<file path="config.mk">
export PLATFORM = sky130hd
export DESIGN_NAME = qdr_user_arb_flat
export DESIGN_NICKNAME = d
export VERILOG_FILES = /design/src/rtl/qdr_user_arb_pkg.sv /design/src/rtl/qdr_user_arb_if.sv /design/src/rtl/qdr_user_arb_tag_fifo.sv /design/src/rtl/qdr_user_arb.sv /design/src/flat_wrapper.sv
export SDC_FILE = /design/constraint.sdc
export NUM_CORES = 1
export LEC_CHECK = 0
export BUFFER_PORTS_ARGS = -buffer_cell sky130_fd_sc_hd__buf_2
export CAP_MARGIN = 20
export CORE_AREA = 5 5 344 346
export DETAILED_ROUTE_END_ITERATION = 10
export DIE_AREA = 0 0 349 351
export PLACE_DENSITY = 0.38
export SYNTH_ARGS = -nofsm -noshare
export SYNTH_HDL_FRONTEND = slang
export SYNTH_HIERARCHICAL = 1
export SYNTH_SLANG_ARGS = --single-unit
</file>
<file path="constraint.sdc">
create_clock -name sys_clk -period 5.4 [get_ports sys_clk]
set_clock_uncertainty 0.05 [all_clocks]
set_input_delay 0.81 -clock sys_clk [delete_from_list [all_inputs] [get_ports sys_clk]]
set_output_delay 0.81 -clock sys_clk [all_outputs]
set_load 0.02 [all_outputs]
</file>
<file path="src/rtl/qdr_user_arb_pkg.sv">
// Shared constants and helpers for the QDRII+ user-interface arbiter.
// The round-robin search is shared by the write and read arbiters.
package qdr_arb_pkg;

  localparam int MAX_REQ = 8;

  typedef struct packed {
    logic       hit;
    logic [2:0] idx;
  } rr_win_t;

  function automatic int udw(input int burst_len, input int data_width);
    return burst_len * data_width;
  endfunction

  function automatic int bww(input int burst_len, input int bw_width);
    return burst_len * bw_width;
  endfunction

  function automatic int tag_w(input int num_req);
    return (num_req <= 2) ? 1 : $clog2(num_req);
  endfunction

  // First set request at or above ptr, wrapping at n.
  function automatic rr_win_t rr_pick(input logic [MAX_REQ-1:0] req,
                                      input logic [2:0] ptr, input int n);
    rr_win_t w;
    int      j;
    w = '0;
    for (int k = 0; k < MAX_REQ; k++) begin
      if (k < n && !w.hit) begin
        j = (int'(ptr) + k) % n;
        if (req[3'(j)]) begin
          w.hit = 1'b1;
          w.idx = 3'(j);
        end
      end
    end
    return w;
  endfunction

  function automatic logic [2:0] rr_next(input logic [2:0] idx, input int n);
    return (int'(idx) == n - 1) ? 3'd0 : idx + 3'd1;
  endfunction

endpackage

</file>
<file path="src/rtl/qdr_user_arb_if.sv">
// MIG user-interface command/data channel between the arbiter and example_top.
interface qdr_user_arb_if #(
  parameter int ADDR_WIDTH = 18,
  parameter int UDW        = 144,
  parameter int BWW        = 16
);
  logic                  app_wr_cmd;
  logic [ADDR_WIDTH-1:0] app_wr_addr;
  logic [UDW-1:0]        app_wr_data;
  logic [BWW-1:0]        app_wr_bw_n;
  logic                  app_rd_cmd;
  logic [ADDR_WIDTH-1:0] app_rd_addr;
  logic                  app_rd_valid;
  logic [UDW-1:0]        app_rd_data;

  modport master (
    output app_wr_cmd, app_wr_addr, app_wr_data, app_wr_bw_n,
    output app_rd_cmd, app_rd_addr,
    input  app_rd_valid, app_rd_data
  );

  modport slave (
    input  app_wr_cmd, app_wr_addr, app_wr_data, app_wr_bw_n,
    input  app_rd_cmd, app_rd_addr,
    output app_rd_valid, app_rd_data
  );
endinterface

</file>
<file path="src/rtl/qdr_user_arb_tag_fifo.sv">
// Synchronous tag FIFO with registered full/empty; first-word fall-through output.
module qdr_arb_tag_fifo #(
  parameter int WIDTH = 1,
  parameter int DEPTH = 16
) (
  input  logic             clk,
  input  logic             rst,
  input  logic             push,
  input  logic [WIDTH-1:0] din,
  input  logic             pop,
  output logic [WIDTH-1:0] dout,
  output logic             full,
  output logic             empty
);
  localparam int AW = $clog2(DEPTH);

  logic [WIDTH-1:0] mem [DEPTH];
  logic [AW-1:0]    wptr, rptr;
  logic [AW:0]      cnt, cnt_nxt;
  logic             do_push, do_pop;

  // A pop while full frees the slot being written, so push is still legal.
  assign do_push = push & (~full | pop);
  assign do_pop  = pop & ~empty;
  assign cnt_nxt = cnt + (AW+1)'(do_push) - (AW+1)'(do_pop);
  assign dout    = mem[rptr];

  always_ff @(posedge clk) begin
    if (rst) begin
      wptr  <= '0;
      rptr  <= '0;
      cnt   <= '0;
      full  <= 1'b0;
      empty <= 1'b1;
    end else begin
      if (do_push) wptr <= wptr + AW'(1);
      if (do_pop)  rptr <= rptr + AW'(1);
      cnt   <= cnt_nxt;
      full  <= (cnt_nxt == (AW+1)'(DEPTH));
      empty <= (cnt_nxt == '0);
    end
  end

  always_ff @(posedge clk) begin
    if (do_push) mem[wptr] <= din;
  end

endmodule

</file>
<file path="src/rtl/qdr_user_arb.sv">
// Shares the QDRII+ MIG user interface between NUM_REQ requesters with independent
// round-robin write/read arbiters. Optional counters: QDR_USER_ARB_PERF_EN.
module qdr_user_arb
  import qdr_arb_pkg::*;
#(
  parameter int NUM_REQ        = 2,
  parameter int ADDR_WIDTH     = 18,
  parameter int DATA_WIDTH     = 36,
  parameter int BW_WIDTH       = 4,
  parameter int BURST_LEN      = 4,
  parameter int RD_OUTSTANDING = 16,
  localparam int UDW   = udw(BURST_LEN, DATA_WIDTH),
  localparam int BWW   = bww(BURST_LEN, BW_WIDTH),
  localparam int TAG_W = tag_w(NUM_REQ)
) (
  input  logic                          sys_clk,
  input  logic                          sys_rst,
  input  logic                          cal_done,
  input  logic [NUM_REQ-1:0]            wr_valid,
  input  logic [NUM_REQ*ADDR_WIDTH-1:0] wr_addr,
  input  logic [NUM_REQ*UDW-1:0]        wr_data,
  input  logic [NUM_REQ*BWW-1:0]        wr_bw_n,
  output logic [NUM_REQ-1:0]            wr_ready,
  input  logic [NUM_REQ-1:0]            rd_valid,
  input  logic [NUM_REQ*ADDR_WIDTH-1:0] rd_addr,
  output logic [NUM_REQ-1:0]            rd_ready,
  output logic [UDW-1:0]                rd_data,
  output logic [NUM_REQ-1:0]            rd_data_valid,
  qdr_user_arb_if.master                app,
  output logic                          tag_err
`ifdef QDR_USER_ARB_PERF_EN
  ,
  input  logic                          perf_clr,
  output logic [31:0]                   perf_wr_cnt,
  output logic [31:0]                   perf_rd_cnt,
  output logic [31:0]                   perf_stall_cnt
`endif
);

  logic [NUM_REQ-1:0][ADDR_WIDTH-1:0] wr_addr_a, rd_addr_a;
  logic [NUM_REQ-1:0][UDW-1:0]        wr_data_a;
  logic [NUM_REQ-1:0][BWW-1:0]        wr_bw_a;

  assign wr_addr_a = wr_addr;
  assign rd_addr_a = rd_addr;
  assign wr_data_a = wr_data;
  assign wr_bw_a   = wr_bw_n;

  logic [MAX_REQ-1:0]    wr_req, rd_req;
  logic [2:0]            wr_ptr, rd_ptr;
  rr_win_t               wr_win, rd_win;
  logic                  arb_en, wr_go, rd_go;
  logic                  fifo_full, fifo_empty, rd_pop;
  logic [TAG_W-1:0]      pop_tag;
  logic [ADDR_WIDTH-1:0] wr_addr_sel, rd_addr_sel;
  logic [UDW-1:0]        wr_data_sel;
  logic [BWW-1:0]        wr_bw_sel;

  always_comb begin
    wr_req      = '0;
    rd_req      = '0;
    wr_addr_sel = '0;
    rd_addr_sel = '0;
    wr_data_sel = '0;
    wr_bw_sel   = '1;
    wr_ready    = '0;
    rd_ready    = '0;
    wr_req[NUM_REQ-1:0] = wr_valid;
    rd_req[NUM_REQ-1:0] = rd_valid;
    wr_win = rr_pick(wr_req, wr_ptr, NUM_REQ);
    rd_win = rr_pick(rd_req, rd_ptr, NUM_REQ);
    arb_en = cal_done & ~sys_rst;
    wr_go  = arb_en & wr_win.hit;
    // Registered full: a same-cycle pop does not open a slot until next cycle.
    rd_go  = arb_en & rd_win.hit & ~fifo_full;
    for (int i = 0; i < NUM_REQ; i++) begin
      wr_ready[i] = wr_go && (wr_win.idx == 3'(i));
      rd_ready[i] = rd_go && (rd_win.idx == 3'(i));
      if (wr_win.idx == 3'(i)) begin
        wr_addr_sel = wr_addr_a[i];
        wr_data_sel = wr_data_a[i];
        wr_bw_sel   = wr_bw_a[i];
      end
      if (rd_win.idx == 3'(i)) rd_addr_sel = rd_addr_a[i];
    end
  end

  assign rd_pop = app.app_rd_valid & ~fifo_empty;

  qdr_arb_tag_fifo #(
    .WIDTH (TAG_W),
    .DEPTH (RD_OUTSTANDING)
  ) u_tag_fifo (
    .clk   (sys_clk),
    .rst   (sys_rst),
    .push  (rd_go),
    .din   (rd_win.idx[TAG_W-1:0]),
    .pop   (rd_pop),
    .dout  (pop_tag),
    .full  (fifo_full),
    .empty (fifo_empty)
  );

  always_ff @(posedge sys_clk) begin
    if (sys_rst) begin
      app.app_wr_cmd  <= 1'b0;
      app.app_wr_addr <= '0;
      app.app_wr_data <= '0;
      app.app_wr_bw_n <= '1;
      app.app_rd_cmd  <= 1'b0;
      app.app_rd_addr <= '0;
      wr_ptr          <= '0;
      rd_ptr          <= '0;
      rd_data         <= '0;
      rd_data_valid   <= '0;
      tag_err         <= 1'b0;
    end else begin
      app.app_wr_cmd <= wr_go;
      if (wr_go) begin
        app.app_wr_addr <= wr_addr_sel;
        app.app_wr_data <= wr_data_sel;
        app.app_wr_bw_n <= wr_bw_sel;
        wr_ptr          <= rr_next(wr_win.idx, NUM_REQ);
      end
      app.app_rd_cmd <= rd_go;
      if (rd_go) begin
        app.app_rd_addr <= rd_addr_sel;
        rd_ptr          <= rr_next(rd_win.idx, NUM_REQ);
      end
      if (rd_pop) rd_data <= app.app_rd_data;
      for (int i = 0; i < NUM_REQ; i++)
        rd_data_valid[i] <= rd_pop && (pop_tag == TAG_W'(i));
      // Data with no tag outstanding cannot be steered; flag it until reset.
      if (app.app_rd_valid && fifo_empty) tag_err <= 1'b1;
    end
  end

`ifdef QDR_USER_ARB_PERF_EN
  logic rd_stall;
  assign rd_stall = (|rd_valid) & (~cal_done | fifo_full);

  always_ff @(posedge sys_clk) begin
    if (sys_rst || perf_clr) begin
      perf_wr_cnt    <= '0;
      perf_rd_cnt    <= '0;
      perf_stall_cnt <= '0;
    end else begin
      if (app.app_wr_cmd && !(&perf_wr_cnt)) perf_wr_cnt    <= perf_wr_cnt + 32'd1;
      if (app.app_rd_cmd && !(&perf_rd_cnt)) perf_rd_cnt    <= perf_rd_cnt + 32'd1;
      if (rd_stall && !(&perf_stall_cnt))    perf_stall_cnt <= perf_stall_cnt + 32'd1;
    end
  end
`endif

endmodule

</file>
<file path="src/flat_wrapper.sv">
// flat-port wrapper written by rule: the top's interface ports become plain ports
module qdr_user_arb_flat import qdr_arb_pkg::*;
#(
  parameter int NUM_REQ        = 2,
  parameter int ADDR_WIDTH     = 18,
  parameter int DATA_WIDTH     = 36,
  parameter int BW_WIDTH       = 4,
  parameter int BURST_LEN      = 4,
  parameter int RD_OUTSTANDING = 16,
  localparam int UDW   = udw(BURST_LEN, DATA_WIDTH),
  localparam int BWW   = bww(BURST_LEN, BW_WIDTH),
  localparam int TAG_W = tag_w(NUM_REQ)
)
  (sys_clk, sys_rst, cal_done, wr_valid, wr_addr, wr_data, wr_bw_n, wr_ready, rd_valid, rd_addr, rd_ready, rd_data, rd_data_valid, tag_err, app_app_wr_cmd, app_app_wr_addr, app_app_wr_data, app_app_wr_bw_n, app_app_rd_cmd, app_app_rd_addr, app_app_rd_valid, app_app_rd_data);
  qdr_user_arb_if #(.ADDR_WIDTH(ADDR_WIDTH), .UDW((144)), .BWW((16))) app_i ();
  input  logic sys_clk;
  input  logic sys_rst;
  input  logic cal_done;
  input  logic [NUM_REQ-1:0] wr_valid;
  input  logic [NUM_REQ*ADDR_WIDTH-1:0] wr_addr;
  input  logic [NUM_REQ*UDW-1:0] wr_data;
  input  logic [NUM_REQ*BWW-1:0] wr_bw_n;
  output logic [NUM_REQ-1:0] wr_ready;
  input  logic [NUM_REQ-1:0] rd_valid;
  input  logic [NUM_REQ*ADDR_WIDTH-1:0] rd_addr;
  output logic [NUM_REQ-1:0] rd_ready;
  output logic [UDW-1:0] rd_data;
  output logic [NUM_REQ-1:0] rd_data_valid;
  output logic tag_err;
  output wire logic [$bits(app_i.app_wr_cmd)-1:0] app_app_wr_cmd;
  output wire logic [$bits(app_i.app_wr_addr)-1:0] app_app_wr_addr;
  output wire logic [$bits(app_i.app_wr_data)-1:0] app_app_wr_data;
  output wire logic [$bits(app_i.app_wr_bw_n)-1:0] app_app_wr_bw_n;
  output wire logic [$bits(app_i.app_rd_cmd)-1:0] app_app_rd_cmd;
  output wire logic [$bits(app_i.app_rd_addr)-1:0] app_app_rd_addr;
  input wire logic [$bits(app_i.app_rd_valid)-1:0] app_app_rd_valid;
  input wire logic [$bits(app_i.app_rd_data)-1:0] app_app_rd_data;
  assign app_app_wr_cmd = app_i.app_wr_cmd;
  assign app_app_wr_addr = app_i.app_wr_addr;
  assign app_app_wr_data = app_i.app_wr_data;
  assign app_app_wr_bw_n = app_i.app_wr_bw_n;
  assign app_app_rd_cmd = app_i.app_rd_cmd;
  assign app_app_rd_addr = app_i.app_rd_addr;
  assign app_i.app_rd_valid = app_app_rd_valid;
  assign app_i.app_rd_data = app_app_rd_data;
  qdr_user_arb #(.NUM_REQ(NUM_REQ), .ADDR_WIDTH(ADDR_WIDTH), .DATA_WIDTH(DATA_WIDTH), .BW_WIDTH(BW_WIDTH), .BURST_LEN(BURST_LEN), .RD_OUTSTANDING(RD_OUTSTANDING)) u_core (.sys_clk(sys_clk), .sys_rst(sys_rst), .cal_done(cal_done), .wr_valid(wr_valid), .wr_addr(wr_addr), .wr_data(wr_data), .wr_bw_n(wr_bw_n), .wr_ready(wr_ready), .rd_valid(rd_valid), .rd_addr(rd_addr), .rd_ready(rd_ready), .rd_data(rd_data), .rd_data_valid(rd_data_valid), .app(app_i), .tag_err(tag_err));
endmodule
</file>
==> run_summary.xml <==
<?xml version="1.0" encoding="UTF-8"?>
<metrics>
  <group name="logic_synthesis">
    <metric name="ys.flop_type" unit="">sky130_fd_sc_hd__dfxtp_1</metric>
    <metric name="synthesis.nets" unit="">2435</metric>
    <metric name="post_synth_inst_count" unit="">1880</metric>
    <metric name="synth_seq_cells" unit="">382</metric>
    <metric name="ys_top_cells_by_area" unit="">sky130_fd_sc_hd__dfxtp_1 47%, sky130_fd_sc_hd__nand2_1 7.0%, sky130_fd_sc_hd__nand4_1 6.5%, sky130_fd_sc_hd__a31oi_1 6.5%, sky130_fd_sc_hd__nand3_1 5.3%</metric>
    <metric name="ys_warn_count" unit="">6</metric>
    <metric name="post-synth-top-area-cell" unit="">sky130_fd_sc_hd__dfxtp_1</metric>
    <metric name="post-synth-top-area-fraction" unit="%">46.7</metric>
    <metric name="synth_seq_area_share" unit="%">49.8</metric>
    <metric name="synthesis.area" unit="um^2">15700</metric>
    <metric name="syn_area_per_cell" unit="um^2">8.34</metric>
    <metric name="netlist-cell-type-count" unit="">39</metric>
    <metric name="number_of_enable_flip_flop_cells_after_synthesis" unit="">16</metric>
    <metric name="fraction_of_registers_with_async_set_or_reset_after_synthesis" unit="%">0</metric>
  </group>
  <group name="sta">
    <metric name="final_period_minus_worst_setup_slack" unit="ns">3.41</metric>
    <metric name="max_clock_freq" unit="MHz">293</metric>
    <metric name="min_period_over_period" unit="%">63.2</metric>
    <metric name="timing.slew.headroom" unit="%">19.3</metric>
    <metric name="worst-slew-pin-transition" unit="ns">1.21</metric>
    <metric name="setup_viol" unit="">0</metric>
    <metric name="rsz0062_at_grt" unit="">no</metric>
    <metric name="number_of_hold_violations_in_the_final_report" unit="">0</metric>
    <metric name="tns" unit="ns">0</metric>
    <metric name="slew_limit_fails" unit="">0</metric>
  </group>
  <group name="route">
    <metric name="drc" unit="">0</metric>
    <metric name="dr.first_iter.drc_count" unit="">1082</metric>
    <metric name="number_of_vias_after_detailed_routing" unit="">17900</metric>
    <metric name="drt_pass1_iterations" unit="">7</metric>
    <metric name="final_antenna_net_count" unit="">0</metric>
    <metric name="via_per_inst" unit="">4.25</metric>
    <metric name="detail_route.wl_per_cell" unit="um">21.6</metric>
    <metric name="drt_wl_total" unit="mm">91.0</metric>
  </group>
  <group name="cells_and_area">
    <metric name="design.final.nets" unit="">3191</metric>
    <metric name="layout.cells.most_common" unit="">sky130_fd_sc_hd__buf_2</metric>
    <metric name="layout-area-overhead-vs-synth" unit="%">47.9</metric>
    <metric name="utilization" unit="%">20.1</metric>
    <metric name="drive_gt1_share" unit="%">37.4</metric>
    <metric name="postLayoutCellArea" unit="um^2">23200</metric>
    <metric name="most-common-layout-cells" unit="">890 x sky130_fd_sc_hd__buf_2, 366 x sky130_fd_sc_hd__dfxtp_1, 293 x sky130_fd_sc_hd__nand2_1</metric>
    <metric name="final_cells" unit="">4220</metric>
  </group>
  <group name="placed_design">
    <metric name="post_dp_cell_area" unit="um^2">21500</metric>
    <metric name="numPortBuffers" unit="">892</metric>
    <metric name="gp_congestion" unit="">0.826</metric>
    <metric name="placed_cells_incl_taps" unit="">4109</metric>
    <metric name="dp.final_hpwl" unit="mm">66.5</metric>
  </group>
  <group name="min_path">
    <metric name="min_path_type" unit="">input pin to flop</metric>
    <metric name="worst_hold_path.num_cells" unit="">2</metric>
  </group>
  <group name="worst_setup_path">
    <metric name="critical_path.slowest_cell" unit="">sky130_fd_sc_hd__clkinv_1</metric>
    <metric name="critical_path_cell_count" unit="">5</metric>
    <metric name="cp_slowest_stage_delay" unit="ns">0.58</metric>
    <metric name="timing_worst_setup_path_type" unit="">input pin to output port</metric>
    <metric name="worst-path-buf-inv" unit="">3</metric>
    <metric name="data_required_time_of_the_worst_path" unit="ns">4.54</metric>
    <metric name="arrival_time_of_data_at_the_critical_path_endpoint" unit="ns">2.55</metric>
    <metric name="worstRegToRegCells" unit="">13</metric>
    <metric name="crit_path_start_kind" unit="">input pin</metric>
    <metric name="worstPathCellList" unit="">buf_8 &gt; nor3b_1 &gt; nand3_1 &gt; clkinv_1 &gt; buf_2</metric>
    <metric name="critical_path.top_delay_family" unit="">buffers and inverters</metric>
    <metric name="timing.critical_path.fanout_max" unit="">62</metric>
    <metric name="worstSetupEndpointType" unit="">output port</metric>
  </group>
  <group name="clock_network">
    <metric name="max-clock-path-buffers" unit="">3</metric>
    <metric name="cts_post_setup_buffers_inserted" unit="">0</metric>
    <metric name="cts-hold-fix-buffers" unit="">0</metric>
    <metric name="count_of_instances_resized_after_the_clock_tree_is_built" unit="">0</metric>
    <metric name="tritoncts" unit="">done</metric>
    <metric name="clock_tree.root_cell" unit="">sky130_fd_sc_hd__clkbuf_16</metric>
    <metric name="clock-sinks" unit="">382</metric>
    <metric name="clk-insertion-delay-late" unit="ns">0.61</metric>
    <metric name="h-tree-depth" unit="">2</metric>
    <metric name="tritoncts.num_buffers" unit="">49</metric>
    <metric name="path_clk_slew" unit="ns">0.06</metric>
  </group>
  <group name="floorplan">
    <metric name="core_area" unit="um^2">115000</metric>
    <metric name="design.portCount" unit="">893</metric>
    <metric name="die_w" unit="um">349</metric>
    <metric name="die_area" unit="um^2">122000</metric>
    <metric name="start_util" unit="%">13.6</metric>
    <metric name="die_height" unit="um">351</metric>
    <metric name="rows" unit="">125</metric>
  </group>
  <group name="grt">
    <metric name="grt_first_pass_wirelength" unit="mm">128</metric>
    <metric name="grt_pass1_vias" unit="">17900</metric>
    <metric name="grt_start_max_net_pins" unit="">181</metric>
    <metric name="grt-ovfl-total" unit="">0</metric>
    <metric name="grtUsageTotal" unit="%">13.8</metric>
    <metric name="grt_antenna_before_repair" unit="">48</metric>
  </group>
  <group name="power">
    <metric name="power_leakage" unit="nW">9.58</metric>
    <metric name="cellPowerDensity" unit="nW/um^2">363</metric>
    <metric name="worst_ir_drop_vdd" unit="V">0.000189</metric>
    <metric name="p_total" unit="mW">8.41</metric>
  </group>
  <group name="run">
    <metric name="cap_violations" unit="">0</metric>
  </group>
  <group name="run_status">
    <metric name="run_status" unit="">completed</metric>
  </group>
</metrics>
==> stage by stage <==
stage / setup WS (ns) / hold WS [ns]
finish: 1.99 / 0.365
global route: 1.62 / 0.321
CTS: 1.93 / 0.296
detailed placement: 1.45 / 0.394
global placement: 1.41 / 0.389
floorplan: 2.08 / 0.412
==> cell usage after synthesis, drive strengths merged (6+ instances only) <==
cell / number
clkbuf: 170
dfxtp: 366
buf: 39
nor2: 18
nand4: 163
a21oi: 150
and2: 18
nand2: 294
ha: 10
a211oi: 18
inv: 33
edfxtp: 16
nand3: 165
o21ai: 163
xnor2: 6
o22a: 16
a221o: 34
a31oi: 162
==> metal layers <==
metal	global-route usage, %	routed length (um)	vias to the layer above
met5	0	149	-
met4	5.61	3250	24
met3	7.08	10800	167
met2	22.0	41500	786
met1	15.7	35300	8558
li1	-	-	8390
==> cells by family after synthesis <==
| family | Yosys count | share of synthesized area [%] |
|---|---|---|
| AOI/OAI and AO/OA | 547 | 20.7 |
| xor gates and xnor gates | 10 | 0.559 |
| adders and majority gates | 11 | 0.926 |
| buffers and inverters | 243 | 6.15 |
| DFF | 382 | 49.8 |
| muxes | 7 | 0.942 |
| and+or+nand+nor | 680 | 20.9 |
==> final timing paths <==
path	startpoint	to	slack [ns]
hold / removal	wr_bw_n[19]	u_core/app.app_wr_bw_n[3]$_SDFFE_PP1N_	0.36
setup / recovery	sys_rst	rd_ready[0]	1.99
setup reg to reg	u_core/u_tag_fifo/empty$_SDFF_PP1_	u_core/u_tag_fifo/full$_SDFF_PP0_	2.02
hold reg to reg	u_core/rd_data[59]$_SDFFE_PP0P_	u_core/rd_data[59]$_SDFFE_PP0P_	0.40
==> worst reg2reg max path, delay by kind of cell (launching register included) <==
family	cells	cell delay, ns
AND/OR/NAND/NOR	5	1.40
adder cells (fa/ha/maj)	3	0.84
flip-flops	1	0.49
buffers and inverters	3	0.24
AO/OA/AOI/OAI	1	0.16
XOR/XNOR	1	0.13
==> final cells by class <==
cell class              instances  area [um^2]
diodes                         23         57.6
clock inverters                12          133
repair buffers                914         4750
well taps                    1524         1910
flip-flops and latches        382         7810
inverters                      34          130
multi-input cells            1255         6950
clock buffers                  76         1460
fillers                     13200        91900
==> flip-flops by register name (all words and copies together), names as in the netlist, named ones only <==
register / count
u_core/u_tag_fifo/wptr: 4
u_core/app.app_wr_bw_n: 16
u_core/u_tag_fifo/mem: 16
u_core/rd_ptr: 1
u_core/u_tag_fifo/rptr: 4
u_core/app.app_wr_data: 144
u_core/wr_ptr: 1
u_core/app.app_rd_cmd: 1
u_core/u_tag_fifo/cnt: 5
u_core/u_tag_fifo/full: 1
u_core/app.app_wr_cmd: 1
u_core/app.app_rd_addr: 18
u_core/app.app_wr_addr: 18
u_core/u_tag_fifo/empty: 1
u_core/tag_err: 1
u_core/rd_data_valid: 2
u_core/rd_data: 144
==> power by group <==
group | switching [mW] | total (mW) | internal (mW)
sequential | 0.143 | 3.25 | 3.11
combinational | 1.23 | 1.85 | 0.617
clock | 1.37 | 3.31 | 1.95
total | 2.74 | 8.41 | 5.67
Power figures use the tool's default switching activity.
